File: config.mk
export PLATFORM = sky130hd
export DESIGN_NAME = acc_datapath
export DESIGN_NICKNAME = d
export VERILOG_FILES = /design/src/rtl/acc_datapath.sv
export SDC_FILE = /design/constraint.sdc
export NUM_CORES = 1
export LEC_CHECK = 0
export ABC_AREA = 1
export BUFFER_PORTS_ARGS = -buffer_cell sky130_fd_sc_hd__buf_4
export CORE_MARGIN = 5
export CORE_UTILIZATION = 60
export CTS_BUF_LIST = sky130_fd_sc_hd__clkbuf_16
export DETAILED_ROUTE_END_ITERATION = 6
export GPL_ROUTABILITY_DRIVEN = 0
export HOLD_SLACK_MARGIN = 0.05
export PLACE_DENSITY_LB_ADDON = 0.08
export SETUP_SLACK_MARGIN = 0.1
export SYNTH_ARGS = -nofsm -noshare
export SYNTH_HDL_FRONTEND = slang
export SYNTH_SLANG_ARGS = --single-unit
export TNS_END_PERCENT = 100
File: constraint.sdc
create_clock -name clk -period 6.7 [get_ports clk]
set_input_delay 0.335 -clock clk [delete_from_list [all_inputs] [get_ports clk]]
set_output_delay 0.335 -clock clk [all_outputs]
set_load 0.005 [all_outputs]
File: src/rtl/acc_datapath.sv
// Datapath of the 8-bit accumulator CPU: PC, IR, register file, ACC, ALU and carry flag.
// Every state element moves only under the controller's strobes; all-zero strobes is HALT.
module acc_datapath #(
    parameter int DATA_W = 8,
    parameter int PC_W   = 8,
    parameter int NREG   = 16
) (
    input  logic              clk,
    input  logic              reset,
    input  logic              LoadIR,
    input  logic              IncPC,
    input  logic              SelPC,
    input  logic              LoadPC,
    input  logic              LoadReg,
    input  logic              DumpReg,
    input  logic              LoadAcc,
    input  logic [1:0]        SelAcc,
    input  logic [3:0]        SelALU,
    input  logic [3:0]        RegNumber,
    input  logic [7:0]        pm_data,
    output logic [PC_W-1:0]   pm_addr,
    output logic [7:0]        Opcode,
    output logic              Zero_Carry,
    output logic [DATA_W-1:0] acc_out,
    output logic              acc_zero
);
    localparam logic [3:0] ALU_ADD = 4'b0000;
    localparam logic [3:0] ALU_SUB = 4'b0001;
    localparam logic [3:0] ALU_NOR = 4'b1000;
    localparam logic [3:0] ALU_SHR = 4'b1100;
    localparam logic [3:0] ALU_SHL = 4'b1101;

    logic [PC_W-1:0]            pc;
    logic [7:0]                 ir;
    logic [DATA_W-1:0]          acc;
    logic                       flag;
    logic [NREG-1:0][DATA_W-1:0] regs;

    logic [DATA_W-1:0] reg_rd, b_bus, imm, alu_res, acc_nxt;
    logic [DATA_W:0]   sum;
    logic              alu_c;

    // Reads are purely combinational, so a same-edge write is never seen by its own cycle.
    assign reg_rd = regs[RegNumber];
    assign b_bus  = DumpReg ? reg_rd : '0;
    assign imm    = DATA_W'(ir[3:0]);

    always_comb begin
        sum     = '0;
        alu_res = acc;
        alu_c   = 1'b0;
        case (SelALU)
            ALU_ADD: begin
                sum     = {1'b0, acc} + {1'b0, b_bus};
                alu_res = sum[DATA_W-1:0];
                alu_c   = sum[DATA_W];
            end
            // Bit 8 of the 9-bit difference is the borrow (A < B).
            ALU_SUB: begin
                sum     = {1'b0, acc} - {1'b0, b_bus};
                alu_res = sum[DATA_W-1:0];
                alu_c   = sum[DATA_W];
            end
            ALU_NOR: alu_res = ~(acc | b_bus);
            ALU_SHR: begin
                alu_res = acc >> 1;
                alu_c   = acc[0];
            end
            ALU_SHL: begin
                alu_res = acc << 1;
                alu_c   = acc[DATA_W-1];
            end
            default: begin
                alu_res = acc;
                alu_c   = 1'b0;
            end
        endcase
    end

    always_comb begin
        acc_nxt = acc;
        case (SelAcc)
            2'b00:   acc_nxt = alu_res;
            2'b01:   acc_nxt = imm;
            2'b10:   acc_nxt = reg_rd;
            default: acc_nxt = acc;
        endcase
    end

    always_ff @(posedge clk or negedge reset) begin
        if (!reset) begin
            pc <= '0;
        end else if (LoadPC) begin
            pc <= SelPC ? PC_W'(imm) : PC_W'(reg_rd);
        end else if (IncPC) begin
            pc <= pc + 1'b1;
        end
    end

    always_ff @(posedge clk or negedge reset) begin
        if (!reset) begin
            ir <= '0;
        end else if (LoadIR) begin
            ir <= pm_data;
        end
    end

    // The flag only tracks ALU loads; immediate and register loads leave it alone.
    always_ff @(posedge clk or negedge reset) begin
        if (!reset) begin
            acc  <= '0;
            flag <= 1'b0;
        end else if (LoadAcc) begin
            acc <= acc_nxt;
            if (SelAcc == 2'b00) flag <= alu_c;
        end
    end

    always_ff @(posedge clk or negedge reset) begin
        if (!reset) begin
            regs <= '0;
        end else if (LoadReg) begin
            regs[RegNumber] <= acc;
        end
    end

    assign pm_addr    = pc;
    assign Opcode     = ir;
    assign Zero_Carry = flag;
    assign acc_out    = acc;
    assign acc_zero   = (acc == '0);
endmodule

==> report_table.html <==
<table>
<tr><th>Metric</th><th>Value</th></tr>
<tr><th colspan="2">Power</th></tr>
<tr><td>Peak supply drop</td><td>approximately 190 µV</td></tr>
<tr><td>Switching Share</td><td>a little over a third</td></tr>
<tr><td>Gate power share</td><td>27.3%</td></tr>
<tr><td>Switching power summed over all nets</td><td>approximately 1.1 mW</td></tr>
<tr><td>Power share of the sequential group</td><td>43.7%</td></tr>
<tr><td>Internal Dissipation</td><td>1.95 mW</td></tr>
<tr><td>Standby leakage power</td><td>4.68 nW</td></tr>
<tr><td>Power per cell area</td><td>324 mW/mm²</td></tr>
<tr><td>Power consumption</td><td>3.05 mW</td></tr>
<tr><td>Clock network fraction of total power</td><td>between 20% and 30%</td></tr>
<tr><th colspan="2">Placement</th></tr>
<tr><td>Worst-case setup slack after placement</td><td>2.72 ns</td></tr>
<tr><td>DP Cell Count</td><td>1330</td></tr>
<tr><td>Post-detailed-placement half-perimeter wirelength</td><td>16200 µm</td></tr>
<tr><td>PortBufs</td><td>52</td></tr>
<tr><th colspan="2">Drt</th></tr>
<tr><td>Number of vias per cell after detailed routing</td><td>5.70</td></tr>
<tr><td>Initial DRC count</td><td>~870</td></tr>
<tr><td>Total length of routed wires</td><td>24200 µm</td></tr>
<tr><td>Via count of the routed design</td><td>about 7800</td></tr>
<tr><td>Count of antenna-violating nets left after detailed routing</td><td>0</td></tr>
<tr><td>Post-detailed-route wirelength per cell</td><td>17.7 µm</td></tr>
<tr><td>Router iterations before antenna repair</td><td>6</td></tr>
<tr><td>Post-route DRC</td><td>0</td></tr>
<tr><th colspan="2">Yosys</th></tr>
<tr><td>EDFF count, synth</td><td>0</td></tr>
<tr><td>Async set-or-reset flop fraction in the synthesized netlist</td><td>100%</td></tr>
<tr><td>Area share of the largest cell type after synthesis</td><td>45.2%</td></tr>
<tr><td>Post-Synthesis Cells</td><td>around 1100</td></tr>
<tr><td>Post-synth top area cell</td><td>dfrtp_1</td></tr>
<tr><td>Most numerous cell in the Yosys netlist</td><td>nand2_1</td></tr>
<tr><td>Top cells by area, synth</td><td>dfrtp_1 (45%), nand2_1 (18%), o21ai_0 (7.4%)</td></tr>
<tr><td>Distinct cell type count of the synthesized netlist</td><td>34</td></tr>
<tr><td>Number of synthesized register bits</td><td>153</td></tr>
<tr><td>Post-synthesis sequential area ratio</td><td>45.2%</td></tr>
<tr><td>Dominant register cell in the synthesized netlist</td><td>dfrtp_1</td></tr>
<tr><td>Avg Synthesized Cell Area</td><td>7.41 µm²</td></tr>
<tr><td>Ys Warns</td><td>0</td></tr>
<tr><td>Netlist Area Pre-Place</td><td>0.00848 mm²</td></tr>
<tr><td>Nets in the synthesized netlist</td><td>1204</td></tr>
<tr><td>Top post-synthesis cells by count</td><td>nand2_1 (403), dfrtp_1 (153), o21ai_0 (125)</td></tr>
<tr><th colspan="2">Critical path</th></tr>
<tr><td>Chain of cells forming the critical path</td><td>buf_4 &gt; inv_2 &gt; nor2_2 &gt; nand2_1 &gt; nand4_1 &gt; nand2_1 &gt; nand2_1 &gt; nor2_1 &gt; nor2_1 &gt; inv_1 &gt; ha_1 &gt; nand3_1 &gt; nand2_1 &gt; nand3_1 &gt; nand2_1 &gt; nand2_1 &gt; nand3_1 &gt; nand3_1 &gt; a21oi_1</td></tr>
<tr><td>Critical Path RT</td><td>slightly above 7 ns</td></tr>
<tr><td>Critical R2R Launch</td><td>acc_out[6]$_DFFE_PN0P_</td></tr>
<tr><td>Path type of the worst setup path</td><td>primary input to register</td></tr>
<tr><td>Crit-path max cell delay</td><td>just under 0.8 ns</td></tr>
<tr><td>Largest fanout on the critical path</td><td>36</td></tr>
<tr><td>CP dominant cell by count</td><td>nand2_1</td></tr>
<tr><td>Origin of the worst setup path</td><td>RegNumber[1]</td></tr>
<tr><td>Type of element capturing the critical path</td><td>register</td></tr>
<tr><td>Kind of start point of the critical path</td><td>primary input</td></tr>
<tr><td>Critical-path top delay cell</td><td>nor2_2</td></tr>
<tr><td>Data arrival at the endpoint of the critical path</td><td>4.00 ns</td></tr>
<tr><th colspan="2">STA</th></tr>
<tr><td>Rel. slew slack</td><td>approximately a third</td></tr>
<tr><td>Final period demand of the worst path</td><td>3.64 ns</td></tr>
<tr><td>Minimum setup slack in the final design</td><td>3.06 ns</td></tr>
<tr><td>Worst setup skew after layout</td><td>roughly 0.0060 ns</td></tr>
<tr><td>Share of the clock period used by the worst path after layout</td><td>between 50% and 60%</td></tr>
<tr><td>Worst Max-Slew Pin Slew</td><td>between 0.9 and 1 ns</td></tr>
<tr><td>Final setup TNS</td><td>0 ns</td></tr>
<tr><td>Fmax</td><td>around 270 MHz</td></tr>
<tr><td>Endpoints failing hold</td><td>0</td></tr>
<tr><td>Total of endpoints with negative setup slack in the final report</td><td>0</td></tr>
<tr><td>Final slew viol count</td><td>0</td></tr>
<tr><td>RSZ-0062 raised after global routing</td><td>false</td></tr>
<tr><th colspan="2">Global route</th></tr>
<tr><td>Vias in the first global route</td><td>7192</td></tr>
<tr><td>Met2 layer usage reported by global route</td><td>46.3%</td></tr>
<tr><td>Most crowded layer after global routing</td><td>met2</td></tr>
<tr><td>Number of antenna violations at the first check in global routing</td><td>0</td></tr>
<tr><td>Routing usage on met1</td><td>43.9%</td></tr>
<tr><td>All-Layer GR Usage</td><td>30.2%</td></tr>
<tr><td>Met3 Use GR</td><td>6.02%</td></tr>
<tr><td>Wire length of the first global-routing pass</td><td>39100 µm</td></tr>
<tr><td>Pin count of the biggest net entering global routing</td><td>80</td></tr>
<tr><td>Overall overflow remaining after global route</td><td>0</td></tr>
<tr><th colspan="2">Floorplan</th></tr>
<tr><td>Number of primary I/O pins</td><td>53</td></tr>
<tr><td>Die Width</td><td>129 µm</td></tr>
<tr><td>Placeable Area</td><td>0.0139 mm²</td></tr>
<tr><td>Die outline area</td><td>0.0166 mm²</td></tr>
<tr><td>Floorplan die height</td><td>129 µm</td></tr>
<tr><td>Cell Rows</td><td>43</td></tr>
<tr><td>Starting utilization of the core area</td><td>61.1%</td></tr>
<tr><th colspan="2">Hold path</th></tr>
<tr><td>Hold WC Path Type</td><td>primary input to register</td></tr>
<tr><td>Min-delay src</td><td>pm_data[1]</td></tr>
<tr><th colspan="2">Layout</th></tr>
<tr><td>Net total in the final layout</td><td>1229</td></tr>
<tr><td>Area used by sequential logic in the layout</td><td>0.00383 mm²</td></tr>
<tr><td>Area of the multi-input gates</td><td>around 0.0041 mm²</td></tr>
<tr><td>Area growth from synthesis to layout</td><td>11.0%</td></tr>
<tr><td>Layout filler cell count</td><td>1218</td></tr>
<tr><td>Filler-free cell count of the finished design</td><td>1363</td></tr>
<tr><td>Proportion of layout cells with a drive suffix above 1</td><td>between 9 and 10%</td></tr>
<tr><td>Antenna diode count</td><td>0</td></tr>
<tr><th colspan="2">CTS</th></tr>
<tr><td>Number of H-tree levels</td><td>4</td></tr>
<tr><td>Insertion delay to the later sink of the worst-skew pair</td><td>around 0.43 ns</td></tr>
<tr><td>Clock Pin Slew Worst Setup and Hold Paths</td><td>0.06 ns</td></tr>
<tr><td>CTS Hold Buffers Added</td><td>1</td></tr>
<tr><td>Clock tree from TritonCTS</td><td>yes</td></tr>
<tr><td>Clock Root Buffer</td><td>clkbuf_16</td></tr>
<tr><td>Number of clock sinks</td><td>between 150 and 200</td></tr>
<tr><td>Number of buffers on the longest clock path</td><td>2</td></tr>
<tr><td>Number of CTS-inserted buffers</td><td>17</td></tr>
<tr><td>Post CTS Setup Buffer Count</td><td>0</td></tr>
<tr><td>Number of instances resized during post-cts repair</td><td>0</td></tr>
<tr><th colspan="2">Flow run</th></tr>
<tr><td>Max-cap check violation count</td><td>0</td></tr>
<tr><th colspan="2">Outcome</th></tr>
<tr><td>Outcome</td><td>finished clean</td></tr>
</table>
[metal layers]
layer / wire length, µm / part of all wire [%]
met3: 2050 / 8.5
met4: 566 / 2.3
met5: 0 / 0
met2: 11300 / 47
met1: 10200 / 42
[cells in the final DEF (no fill, tap or decap)]
cell type | synthesis | layout
nand3_1 | 60 | 60
inv_2 | 4 | 4
bufinv_16 | 0 | 1
nor2_4 | 5 | 5
xor2_1 | 5 | 5
nand2_2 | 6 | 6
nor2_1 | 100 | 100
nand3b_1 | 2 | 2
nor3_1 | 2 | 2
clkinv_2 | 0 | 3
clkinv_4 | 0 | 3
nor3_4 | 1 | 1
dfrtp_1 | 153 | 153
inv_4 | 1 | 1
xnor2_1 | 2 | 2
ha_1 | 30 | 30
nand3_2 | 1 | 1
mux2_2 | 4 | 4
nand4_1 | 24 | 24
clkinv_1 | 7 | 12
buf_6 | 2 | 1
nor3_2 | 1 | 1
a31oi_1 | 2 | 2
clkbuf_16 | 0 | 17
o21ai_0 | 125 | 125
inv_6 | 0 | 1
a21oi_1 | 63 | 63
clkinvlp_4 | 0 | 1
inv_1 | 76 | 77
dlygate4sd3_1 | 0 | 1
o21ai_1 | 6 | 6
o22ai_1 | 3 | 3
nor2_2 | 5 | 5
fa_1 | 2 | 2
nor3b_1 | 1 | 1
a22oi_1 | 1 | 1
nand2_1 | 403 | 403
buf_4 | 6 | 54
[sequential cells by signal, summed over array words and instances, names as in the netlist]
name	cells
Zero_Carry	1
pm_addr	8
Opcode	8
regs	128
acc_out	8
[cell families (layout without fill, tap and decap cells)]
kind of cell	count (synthesis)	after routing	synth area share (%)
muxes	4	4	0.531
buffers and inverters	138	176	6.92
AOI/OAI and AO/OA	200	200	11.9
DFF	153	153	45.2
xor gates and xnor gates	7	7	0.723
and+or+nand+nor	611	611	29.9
adders and majority gates	32	32	4.90
[cell type report]
class / count / area share, %
inverters: 88 / 3.54
well taps: 180 / 2.39
clock inverters: 15 / 1.17
multi-input cells: 854 / 43.2
repair buffers: 56 / 4.53
clock buffers: 17 / 4.52
flip-flops and latches: 153 / 40.7
[final timing paths]
check / to / slack, ns / cells past startpoint
worst max-delay path: acc_out[5]$_DFFE_PN0P_ / 3.06 / 19
worst min-delay path: Opcode[1]$_DFFE_PN0P_ / 0.11 / 3
worst max register to register: acc_out[7]$_DFFE_PN0P_ / 3.58 / 12
worst min register to register: regs[7]$_DFFE_PN0P_ / 0.49 / 2
max in group asynchronous: Opcode[6]$_DFFE_PN0P_ / 4.76 / 3
min in group asynchronous: regs[67]$_DFFE_PN0P_ / 0.50 / 2
[power groups by stage]
stage	clock network, mW	logic [mW]	registers (mW)
2_1_floorplan	0	0.562	1.28
3_3_place_gp	0	0.791	1.34
3_5_place_dp	0	0.810	1.34
4_1_cts	0.889	0.819	1.33
5_1_grt	0.936	0.937	1.35
6_report	0.885	0.831	1.33
[stage by stage]
stage | area, µm² | hold WS [ns] | util (%)
2_1_floorplan | 8480 | 0.0394 | -
3_3_place_gp | 8870 | 0.413 | 63.9
3_5_place_dp | 8870 | 0.416 | 63.9
4_1_cts | 9410 | 0.105 | 67.8
5_1_grt | 9410 | 0.127 | 67.8
6_report | 9410 | 0.105 | 67.8
[worst max-delay path, delay by kind of cell]
family                   cells  cell delay, ns
AO/OA/AOI/OAI                1            0.15
adder cells (fa/ha/maj)      1            0.46
buffers and inverters        3            0.70
AND/OR/NAND/NOR             14            2.33
(Power assumes the default switching activity.)
